### config.mk
export PLATFORM = sky130hd
export DESIGN_NAME = food_spawner
export DESIGN_NICKNAME = d
export VERILOG_FILES = /design/src/rtl/snake_pkg.sv /design/src/rtl/food_spawner.sv
export SDC_FILE = /design/constraint.sdc
export NUM_CORES = 1
export LEC_CHECK = 0
export ABC_CLOCK_PERIOD_IN_PS = 2160
export CAP_MARGIN = 25
export CORE_MARGIN = 2
export CORE_UTILIZATION = 45
export DETAILED_ROUTE_END_ITERATION = 8
export GPL_TIMING_DRIVEN = 1
export PLACE_DENSITY = 0.79
export SETUP_SLACK_MARGIN = 0.02
export SLEW_MARGIN = 20
export SYNTH_ARGS = -nofsm -noshare
export SYNTH_HDL_FRONTEND = slang
export SYNTH_SLANG_ARGS = --single-unit
### constraint.sdc
create_clock -name clock -period 2.16 [get_ports clock]
set_clock_uncertainty 0.15 [all_clocks]
set_input_delay 0.324 -clock clock [delete_from_list [all_inputs] [get_ports clock]]
set_output_delay 0.324 -clock clock [all_outputs]
set_load 0.005 [all_outputs]
### src/rtl/snake_pkg.sv
// Shared Snake-game types: grid defaults, coordinate widths, spawner state
// encoding and the off-grid test used when screening random food candidates.
package snake_pkg;

    localparam int unsigned GRID_W_DEF = 40;
    localparam int unsigned GRID_H_DEF = 30;
    localparam int unsigned COORD_X_W  = 6;
    localparam int unsigned COORD_Y_W  = 5;

    typedef enum logic [1:0] {
        IDLE  = 2'd0,
        DRAW  = 2'd1,
        PROBE = 2'd2,
        WAIT  = 2'd3
    } spawn_state_t;

    function automatic logic off_grid(
        input logic [COORD_X_W-1:0] x,
        input logic [COORD_Y_W-1:0] y,
        input int unsigned          w = GRID_W_DEF,
        input int unsigned          h = GRID_H_DEF
    );
        return (32'(x) >= w) || (32'(y) >= h);
    endfunction

endpackage

### src/rtl/food_spawner.sv
// Turns the free-running LFSR value into a legal, unoccupied food cell,
// retrying on off-grid or snake-occupied candidates up to MAX_TRIES times.
module food_spawner
    import snake_pkg::*;
#(
    parameter int unsigned GRID_W    = GRID_W_DEF,
    parameter int unsigned GRID_H    = GRID_H_DEF,
    parameter int unsigned MAX_TRIES = 255
) (
    input  logic                 clock,
    input  logic                 reset,
    input  logic [14:0]          rnd,
    input  logic                 spawn_req,
    output logic                 busy,
    output logic                 occ_rd,
    output logic [COORD_X_W-1:0] occ_x,
    output logic [COORD_Y_W-1:0] occ_y,
    input  logic                 occ_hit,
    output logic [COORD_X_W-1:0] food_x,
    output logic [COORD_Y_W-1:0] food_y,
    output logic                 food_valid,
    output logic                 fail
);

    localparam logic [7:0] MAX_T = 8'(MAX_TRIES);

    spawn_state_t         state_q, state_d;
    logic [14:0]          last_rnd_q, last_rnd_d;
    logic [COORD_X_W-1:0] cand_x_q, cand_x_d;
    logic [COORD_Y_W-1:0] cand_y_q, cand_y_d;
    logic [7:0]           tries_q, tries_d;
    logic                 busy_q, busy_d;
    logic                 occ_rd_q, occ_rd_d;
    logic [COORD_X_W-1:0] occ_x_q, occ_x_d;
    logic [COORD_Y_W-1:0] occ_y_q, occ_y_d;
    logic [COORD_X_W-1:0] food_x_q, food_x_d;
    logic [COORD_Y_W-1:0] food_y_q, food_y_d;
    logic                 food_valid_q, food_valid_d;
    logic                 fail_q, fail_d;
    logic                 reject;

    always_comb begin
        state_d      = state_q;
        last_rnd_d   = last_rnd_q;
        cand_x_d     = cand_x_q;
        cand_y_d     = cand_y_q;
        tries_d      = tries_q;
        occ_rd_d     = 1'b0;
        occ_x_d      = occ_x_q;
        occ_y_d      = occ_y_q;
        food_x_d     = food_x_q;
        food_y_d     = food_y_q;
        food_valid_d = food_valid_q;
        fail_d       = 1'b0;
        reject       = 1'b0;

        case (state_q)
            IDLE: begin
                if (spawn_req) begin
                    food_valid_d = 1'b0;
                    tries_d      = 8'd0;
                    state_d      = DRAW;
                end
            end
            DRAW: begin
                // An unchanged LFSR value is stale: wait for a fresh draw.
                if (rnd != last_rnd_q) begin
                    last_rnd_d = rnd;
                    cand_x_d   = rnd[5:0];
                    cand_y_d   = rnd[10:6];
                    if (off_grid(rnd[5:0], rnd[10:6], GRID_W, GRID_H)) begin
                        reject = 1'b1;
                    end else begin
                        state_d  = PROBE;
                        occ_rd_d = 1'b1;
                        occ_x_d  = rnd[5:0];
                        occ_y_d  = rnd[10:6];
                    end
                end
            end
            PROBE: state_d = WAIT;
            WAIT: begin
                if (occ_hit) begin
                    reject = 1'b1;
                end else begin
                    food_x_d     = cand_x_q;
                    food_y_d     = cand_y_q;
                    food_valid_d = 1'b1;
                    state_d      = IDLE;
                end
            end
            default: state_d = IDLE;
        endcase

        if (reject) begin
            tries_d = tries_q + 8'd1;
            if (tries_d == MAX_T) begin
                fail_d  = 1'b1;
                state_d = IDLE;
            end else begin
                state_d = DRAW;
            end
        end

        busy_d = (state_d != IDLE);
    end

    always_ff @(posedge clock or posedge reset) begin
        if (reset) begin
            state_q      <= IDLE;
            last_rnd_q   <= '0;
            cand_x_q     <= '0;
            cand_y_q     <= '0;
            tries_q      <= '0;
            busy_q       <= 1'b0;
            occ_rd_q     <= 1'b0;
            occ_x_q      <= '0;
            occ_y_q      <= '0;
            food_x_q     <= '0;
            food_y_q     <= '0;
            food_valid_q <= 1'b0;
            fail_q       <= 1'b0;
        end else begin
            state_q      <= state_d;
            last_rnd_q   <= last_rnd_d;
            cand_x_q     <= cand_x_d;
            cand_y_q     <= cand_y_d;
            tries_q      <= tries_d;
            busy_q       <= busy_d;
            occ_rd_q     <= occ_rd_d;
            occ_x_q      <= occ_x_d;
            occ_y_q      <= occ_y_d;
            food_x_q     <= food_x_d;
            food_y_q     <= food_y_d;
            food_valid_q <= food_valid_d;
            fail_q       <= fail_d;
        end
    end

    assign busy       = busy_q;
    assign occ_rd     = occ_rd_q;
    assign occ_x      = occ_x_q;
    assign occ_y      = occ_y_q;
    assign food_x     = food_x_q;
    assign food_y     = food_y_q;
    assign food_valid = food_valid_q;
    assign fail       = fail_q;

endmodule

== Yosys cells after proc, flatten, opt, wreduce, memory -nomap -nowiden ==
Cells that the tools add are included.
Word-level totals
  bits in registers: 62
  input port bits: 19
  output and inout port bits: 26
  word-level logic and storage cells: 58
Cells by class
  add/subtract/negate cells: 1
  order comparisons: 2
  eq/ne operators: 7
  multiplexer cells: 22
  bitwise operators: 2
  reduce and logical (&&, ||, !) cells: 11
Operator list (count)
  $mux 8: 3
  $ne 15x15->1: 1
  $mux 1: 11
  $mux 2: 5
  $add 8x1->8 const B: 1
  $eq 8x8->1 const B: 1
  $pmux 2 s4: 1
  $reduce_bool 2->1: 4
  $ge 6x6->1 const B: 1
  $reduce_and 2->1: 3
  $reduce_and 3->1: 2
  $ge 5x5->1 const B: 1
  $eq 2x2->1 const B: 2
  $ne 2x2->1 const B: 2
  $pmux 1 s2: 2
  $eq 2x1->1 const B: 1
  $logic_not 2->1: 1
  $not 1->1: 2
  $logic_or 1x1->1: 1

== Depth between registers and ports, before layout ==
Gate-level depths: netlist (run 1).
  depth after elaboration: 7
  mapped depth: 9
  depth with buffers taken out: 7

== Worst setup path after synthesis (run 1) ==
OpenSTA, ideal clock, no wires.
  path kind: reg2reg
  from: register last_rnd_q[7]
  to: register occ_x_q[0] (netlist: occ_x[0])
  data arrival time: 1933 ps
  data required time: 1885 ps
  path slack: -48 ps
  stages on the path, launching flop included: 10
  path buffers: 2
  cell sequence: dfrtp_1 -> xor2_1 -> nor4_1 -> nand4_1 -> nor3_4 -> nor2_2 -> and2_4 -> buf_6 -> buf_6 -> mux2_4
Between the ends
  cells in the longest elaborated chain, start to end: 2
RTL lines
  start: declaration: line food_spawner.sv:28  | logic [14:0] last_rnd_q, last_rnd_d;
  start signal: assignment: line food_spawner.sv:125  | last_rnd_q <= last_rnd_d;
  $ne 15x15->1: line food_spawner.sv:67  | if (rnd != last_rnd_q) begin
  $reduce_and 3->1 (no source line)
  end signal: assignment: line food_spawner.sv:117  | occ_x_q <= '0;
  end signal: assignment: line food_spawner.sv:131  | occ_x_q <= occ_x_d;
  end: declaration: line food_spawner.sv:34  | logic [COORD_X_W-1:0] occ_x_q, occ_x_d;
No other way between the ends.
A chain may end at the register's enable or synchronous reset.

== Worst setup path in the final report (run 1) ==
  from: register last_rnd_q[7]
  to: register occ_y_q[3] (netlist: occ_y[3])
Between the ends
  cells in the longest elaborated chain, start to end: 2
RTL lines
  $ne 15x15->1: line food_spawner.sv:67
  $reduce_and 3->1 (no source line)
  end signal: assignment: line food_spawner.sv:132  | occ_y_q <= occ_y_d;
  end: declaration: line food_spawner.sv:35  | logic [COORD_Y_W-1:0] occ_y_q, occ_y_d;
No other way between the ends.

==> metrics.log, run 1 <==
INFO  metric preCtsSetupSlack = -0.452 ns
INFO  metric floorplan_die_height = between 70 and 80 µm
INFO  metric slew_violations = 0
INFO  metric origin_of_the_worst_setup_path = last_rnd_q[7]
INFO  metric grt.overflow.total = 0
INFO  metric row_count = 25
INFO  metric initial_utilization = 47.6%
INFO  metric synthTopCellsByCount = sky130_fd_sc_hd__dfrtp_1, sky130_fd_sc_hd__mux2_2, sky130_fd_sc_hd__nand2_1
INFO  metric vdd_drop_max = between 0.6 and 0.7 mV
INFO  metric critPathKind = reg2reg
INFO  metric antenna_found_initial = 0
INFO  metric post_drt_via_cell_ratio = roughly 5
INFO  metric numPlacedInstances = 294
INFO  metric async_flop_share = between 90% and 100%
INFO  metric synth_cell_types = 33
INFO  metric number_of_synthesized_register_bits = 51
INFO  metric cts-root-buf = sky130_fd_sc_hd__clkbuf_8
INFO  metric cts_sinks = 51
INFO  metric antenna_cells_inserted = 0
INFO  metric finalInstanceArea = about 0.0031 mm²
INFO  metric synth.net_count = between 150 and 200
INFO  metric cts-hold-fix-buffers = 0
INFO  metric leakage = 1.39 nW
INFO  metric yosys_warning_count = 0
INFO  metric final_period_util = 98.7%
INFO  metric average_footprint_of_a_synthesized_cell = about 13 µm²
INFO  metric synth.yosys.seq_area_share = a little under three fifths
INFO  metric vias = 1546
INFO  metric post_route_antenna_net_violation_count = 0
INFO  metric clock_latency_on_the_worst_skew_pair = 0.30 ns
INFO  metric clock.fmax = roughly 0.47 GHz
INFO  metric final-instance-count-excl-fill = 306
INFO  metric setup_repair_after_global_routing_missed_its_margin = true
INFO  metric cts.clk_slew.worst_paths = 0.09 ns
INFO  metric clock_tree_from_tritoncts = built
INFO  metric shortest_period_the_worst_path_allows = between 2 and 2.5 ns
INFO  metric synth_cell_area = about 0.0023 mm²
INFO  metric synth_most_common_cell = sky130_fd_sc_hd__dfrtp_1
INFO  metric worstSetupEndpointType = flip-flop
INFO  metric report.final.setup_viol = 0
INFO  metric worst-slew-pin-transition = between 0.3 and 0.4 ns
INFO  metric grt_first_pass_wirelength = about 7.4 mm
INFO  metric yosys.area.top_type = sky130_fd_sc_hd__dfrtp_1
INFO  metric synth_cells = 172
INFO  metric weighted_congestion_reported_at_the_end_of_routability_driven_placement = approximately 0.82
INFO  metric die_x = ~75 µm
INFO  metric die_area = between 0.005 and 0.006 mm²
INFO  metric yosysTopAreaCellShare = 55.6%
INFO  metric clockBufferDepth = 2
INFO  metric cap_viol_max_count = 0
INFO  metric synth-main-ff-cell = sky130_fd_sc_hd__dfrtp_1
INFO  metric drive_above_1_share = 30.5%
INFO  metric power_density = 1350 mW/mm²
INFO  metric number_of_enable_flip_flop_cells_after_synthesis = 0
INFO  metric floorplan.core_area = about 0.0048 mm²
INFO  metric detail_route.drc_violations = 0
INFO  metric regToRegStartpoint = last_rnd_q[7]
INFO  metric area_growth = 36.9%
INFO  metric cp.required = ~2.2 ns
INFO  metric crit_path_max_fanout = 6
INFO  metric timing.setup.tns = 0 ns
INFO  metric critical_path.startpoint_type = flip-flop
INFO  metric io_buffers = 44
INFO  metric critPathArrivalTime = approximately 2.2 ns
INFO  metric final_nets = 260
INFO  metric dp_hpwl = approximately 3.2 mm
INFO  metric cts_inserted_buffers = 5
INFO  metric h-tree-depth = 2
INFO  metric postLayoutSetupSlackWorst = roughly 0.028 ns
INFO  metric ios = between 40 and 50
INFO  metric ys_top_cells_by_area = sky130_fd_sc_hd__dfrtp_1, sky130_fd_sc_hd__mux2_2, sky130_fd_sc_hd__mux2_4
INFO  metric wire_length_per_cell_after_detailed_routing = between 10 and 15 µm
INFO  metric hold_viol_final = 0
INFO  metric drt_pass1_iterations = 4
INFO  metric timing.slew.headroom = around three quarters
INFO  metric placement.cell_area = roughly 0.003 mm²
INFO  metric outcome = completed
INFO  metric grt_util_all_layers = 17.4%
INFO  metric first_iter_violations = 85
INFO  metric drt-total-wl = 4.46 mm
INFO  metric worstHoldPathType = in2async
INFO  metric first_global_vias = roughly 1500
INFO  metric grt_max_degree = 27
## worst paths after layout
kind                       cells after the start          to  slack [ns]
max reg2reg                                    7    occ_y[3]        0.03
min in group clock                             2    occ_x[5]        0.26
max                                            7    occ_y[3]        0.03
max in group asynchronous                      3   food_x[5]        1.23
min reg2reg                                    2  food_valid        0.34
min                                            2  state_q[1]        0.16
## worst max-delay path: stages, from the launching register on
cell,delay (ns)
sky130_fd_sc_hd__dfrtp_1,0.40
sky130_fd_sc_hd__xor2_1,0.16
sky130_fd_sc_hd__nor4_2,0.29
sky130_fd_sc_hd__nand4_1,0.20
sky130_fd_sc_hd__nor3_4,0.21
sky130_fd_sc_hd__nor2_4,0.10
sky130_fd_sc_hd__and2_4,0.21
sky130_fd_sc_hd__mux2_4,0.30
## report_power, final
group,internal (mW),switching (mW),total (mW)
Clock,0.339,0.297,0.635
Sequential,1.39,0.305,1.69
Combinational,1.26,0.654,1.92
## kinds of logic (layout without fill, tap and decap cells)
logic type      after synthesis  count (layout)  synth area share, %
buf+inv                       8              74                 2.02
flops                        51              51                 55.6
compound gates                9               9                 2.84
simple gates                 41              42                 9.60
xor+xnor                     17              17                 6.49
mux                          44              44                 22.4
fa+ha+maj                     2               2                 1.09
## final cells by class
cell class	count	area [µm²]
clock inverters	2	37.5
multi-input cells	114	1010
clock buffers	5	68.8
well taps	67	83.8
repair buffers	64	653
flip-flops and latches	51	1280
inverters	3	11.3
fillers	390	1680
## placed cells by master, fill, tap and decap left out, drive strengths merged, types with 2 or more instances in the layout
| master | instances |
|---|---|
| nand2 | 17 |
| nand4 | 5 |
| mux2i | 7 |
| and4 | 2 |
| mux2 | 37 |
| nand3 | 3 |
| o31ai | 2 |
| inv | 3 |
| clkbuf | 5 |
| xnor2 | 12 |
| xor2 | 5 |
| nand3b | 3 |
| nor2 | 5 |
| buf | 20 |
| clkdlybuf4s50 | 39 |
| nor3 | 2 |
| dlygate4sd2 | 3 |
| a21oi | 2 |
| dfrtp | 51 |
| and2 | 2 |
| dlymetal6s2s | 2 |
| ha | 2 |
## layer usage
| metal | part of all wire (%) | global-route usage (%) | vias up | routed length [µm] |
|---|---|---|---|---|
| met3 | 2.8 | 3.97 | 4 | 126 |
| met2 | 48 | 26.7 | 29 | 2160 |
| met5 | 0 | 0 | - | 0 |
| met1 | 48 | 24.9 | 781 | 2140 |
| li1 | - | - | 732 | - |
| met4 | 0.81 | 4.87 | 0 | 36 |
## what timing repair did
item | 4_1_cts | 5_1_grt
gates resized for setup | 11 | 4
setup endpoints to repair | 36 | 39
hold endpoints to repair | 0 | 0
gates cloned | 2 | 0
buffers inserted | 3 | 0
pin swaps | 9 | 5
## registers in the layout (all words and copies together) (netlist names)
signal / flops
occ_rd: 1
occ_y: 5
state_q: 2
occ_x: 6
tries_q: 8
fail: 1
food_y: 5
last_rnd_q: 15
food_x: 6
busy: 1
food_valid: 1
## per-stage QoR
stage	hold slack [ns]	util [%]	power, mW
after global placement	0.317	60.9	3.40
after global routing	0.196	65.2	4.53
after floorplan	0.296	-	2.67
after CTS	0.162	64.8	4.27
after detailed placement	0.322	60.9	3.46
final	0.157	65.2	4.25
(Power assumes the default switching activity.)
==> run 2: changes to the inputs <==
==> constraint.sdc (replaced) <==
create_clock -name clock -period 2.16 [get_ports clock]
set_clock_uncertainty 0.15 [all_clocks]
set_input_delay 0.54 -clock clock [delete_from_list [all_inputs] [get_ports clock]]
set_output_delay 0.54 -clock clock [all_outputs]
set_load 0.005 [all_outputs]
==> run 2 against run 1 <==
Maximum frequency barely moved. Non-clock buffer count decreased by 3. Critical endpoint is now tries_q[4]. Via count fell by 0.19%. First-iteration DRC count up 34%. Sequential share of layout area grew 1.0 points. Core utilization fell by 1.6 points. Setup slack about the same. Largest power group unchanged. Largest cell class unchanged. Total power down 2.1%.
==> metrics.log, run 2 (synthesis gave the netlist of run 1 again) <==
INFO  metric floorplan_die_height = 75.4 µm (unchanged)
INFO  metric timing.critical_path.slowest_cell_delay = 0.40 ns (about the same)
INFO  metric grt_max_degree = 52 (was 27)
INFO  metric clock_tree_from_tritoncts = built (unchanged)
INFO  metric worstSetupEndpointType = flip-flop (unchanged)
INFO  metric cp_top_family = simple AND/OR/NAND/NOR gates (unchanged)
INFO  metric final_period_util = 98.7% (about the same)
INFO  metric slew_violations = 0 (unchanged)
INFO  metric critical_path.startpoint_type = flip-flop (unchanged)
INFO  metric io_buffers = 44 (unchanged)
INFO  metric die_x = 75.4 µm (unchanged)
INFO  metric first_global_vias = 1546 (was 1511)
INFO  metric cts-root-buf = sky130_fd_sc_hd__clkbuf_8 (unchanged)
INFO  metric drt-total-wl = 4.58 mm (was 4.46 mm)
INFO  metric area_growth = 33.5% (was 36.9%)
INFO  metric crit_path_max_fanout = 8 (was 6)
INFO  metric grt_util_all_layers = 17.9% (was 17.4%)
INFO  metric drive_above_1_share = 30.9% (was 30.5%)
INFO  metric registers.top_by_ff_count = last_rnd_q (unchanged)
INFO  metric grt.overflow.total = 0 (unchanged)
INFO  metric setup_repair_after_global_routing_missed_its_margin = true (unchanged)
INFO  metric floorplan.core_area = 0.00482 mm² (unchanged)
INFO  metric dp_hpwl = 3.19 mm (was 3.16 mm)
INFO  metric final_nets = 257 (was 260)
INFO  metric initial_utilization = 47.6% (unchanged)
INFO  metric critical_path.cell_chain = xor2_1, nor4_1, nand4_1, nor3_4, buf_6, o31ai_4, and4_1, mux2i_1 (was xor2_1, nor4_2, nand4_1, nor3_4, nor2_4, and2_4, mux2_4)
INFO  metric drt_pass1_iterations = 4 (unchanged)
INFO  metric final_common_cell = sky130_fd_sc_hd__dfrtp_1 (unchanged)
INFO  metric row_count = 25 (unchanged)
INFO  metric hold_viol_final = 0 (unchanged)
INFO  metric clockBufferDepth = 2 (unchanged)
INFO  metric worst-slew-pin-transition = 0.418 ns (was 0.377 ns)
INFO  metric outcome = completed (unchanged)
INFO  metric critPathArrivalTime = 2.17 ns (about the same)
INFO  metric wire_length_per_cell_after_detailed_routing = 15.1 µm (was 14.6 µm)
INFO  metric filler_cell_count = 387 (was 390)
INFO  metric ios = 45 (unchanged)
INFO  metric weighted_congestion_reported_at_the_end_of_routability_driven_placement = 0.812 (was 0.818)
INFO  metric first_iter_violations = 114 (was 85)
INFO  metric grt_first_pass_wirelength = 7.53 mm (was 7.41 mm)
INFO  metric die_area = 0.00569 mm² (unchanged)
INFO  metric report.final.setup_viol = 0 (unchanged)
INFO  metric post_route_antenna_net_violation_count = 0 (unchanged)
INFO  metric cts_sinks = 51 (unchanged)
INFO  metric largest_registers = last_rnd_q (15), tries_q (8) (unchanged)
INFO  metric cts.clk_slew.worst_paths = 0.09 ns (about the same)
INFO  metric critPathKind = reg2reg (unchanged)
INFO  metric fin_worst_hold_slack = 0.337 ns (was 0.157 ns)
INFO  metric cap_viol_max_count = 0 (unchanged)
INFO  metric final-instance-count-excl-fill = 303 (was 306)
INFO  metric largest_register_ffs = 15 (unchanged)
INFO  metric timing.slew.headroom = 72.1% (was 74.9%)
INFO  metric antenna_found_initial = 0 (unchanged)
INFO  metric critical-path-slowest-cell = sky130_fd_sc_hd__dfrtp_1 (unchanged)
INFO  metric cts_inserted_buffers = 5 (unchanged)
INFO  metric crit_buf_inv = 1 (was 0)
INFO  metric numPlacedInstances = 290 (was 294)
INFO  metric antenna_cells_inserted = 0 (unchanged)
INFO  metric top_library_cells_by_usage_in_the_layout_fill_and_taps_aside = sky130_fd_sc_hd__dfrtp_1, sky130_fd_sc_hd__mux2_2, sky130_fd_sc_hd__clkdlybuf4s50_1, sky130_fd_sc_hd__nand2_1 (was sky130_fd_sc_hd__dfrtp_1, sky130_fd_sc_hd__clkdlybuf4s50_1, sky130_fd_sc_hd__mux2_2, sky130_fd_sc_hd__nand2_1, sky130_fd_sc_hd__buf_4)
INFO  metric h-tree-depth = 2 (unchanged)
INFO  metric shortest_period_the_worst_path_allows = 2.13 ns (about the same)
INFO  metric post_drt_via_cell_ratio = 5.09 (was 5.05)
INFO  metric power_density = 1360 mW/mm² (was 1350 mW/mm²)
INFO  metric worstHoldPathType = reg2reg (was in2async)
INFO  metric clock.fmax = 0.469 GHz (about the same)
INFO  metric cp.required = 2.20 ns (about the same)
INFO  metric vias = 1543 (was 1546)
INFO  metric detail_route.drc_violations = 0 (unchanged)
INFO  metric clock_latency_on_the_worst_skew_pair = 0.30 ns (about the same)
INFO  metric vdd_drop_max = 0.631 mV (was 0.601 mV)
INFO  metric leakage = 1.35 nW (was 1.39 nW)
-- run 2: final cells by class --
type	count	area, µm²	area share [%]
multi-input cells	114	1010	33.0
well taps	67	83.8	2.74
flip-flops and latches	51	1280	41.6
clock buffers	5	68.8	2.25
inverters	3	11.3	0.367
repair buffers	61	576	18.8
clock inverters	2	37.5	1.22
-- run 2: worst min-delay path: stages, from the launching register on --
cell,delay [ns]
sky130_fd_sc_hd__dfrtp_1,0.36
sky130_fd_sc_hd__nand2_1,0.05
sky130_fd_sc_hd__nand2_1,0.05
-- run 2: power by group --
part | switching (mW) | internal, mW
Sequential | 0.322 | 1.39
Combinational | 0.626 | 1.18
Clock | 0.303 | 0.339
Total | 1.25 | 2.90
-- run 2: stage by stage --
step | TNS (ns) | setup WS (ns) | util, % | total power, mW | area [µm²]
floorplan | -1.41 | -0.187 | - | 2.66 | 2290
global placement | -19.88 | -0.575 | 60.2 | 3.38 | 2900
detailed placement | -20.88 | -0.613 | 60.2 | 3.44 | 2900
CTS | 0 | 0.0230 | 62.9 | 4.14 | 3030
global route | -2.48 | -0.145 | 63.6 | 4.44 | 3060
finish | 0 | 0.0282 | 63.6 | 4.15 | 3060
-- run 2: layer usage --
metal  wire length (µm)  GRT usage, %  share of wire [%]  vias up
met2               2240          28.5                 49       43
li1                   -             -                  -      731
met4                 75          7.02                1.6        0
met1               2110          24.8                 46      763
met5                  0             0                  0        -
met3                152          2.51                3.3        6
-- run 2: final timing paths --
kind / start / end / slack, ns / depth (start not counted)
max: last_rnd_q[1] / tries_q[4] / 0.03 / 8
min: food_valid / food_valid / 0.34 / 2
max reg2reg: last_rnd_q[1] / tries_q[4] / 0.03 / 8
min reg2reg: food_valid / food_valid / 0.34 / 2
max in group asynchronous: reset / last_rnd_q[11] / 1.19 / 3
min in group asynchronous: reset / food_valid / 0.44 / 3
-- run 2: what timing repair did --
item	CTS	global route
pin swaps	13	10
gates resized for setup	25	8
cloned	1	0
setup buffers	3	2
setup endpoints to repair	38	37
hold buffers	0	0
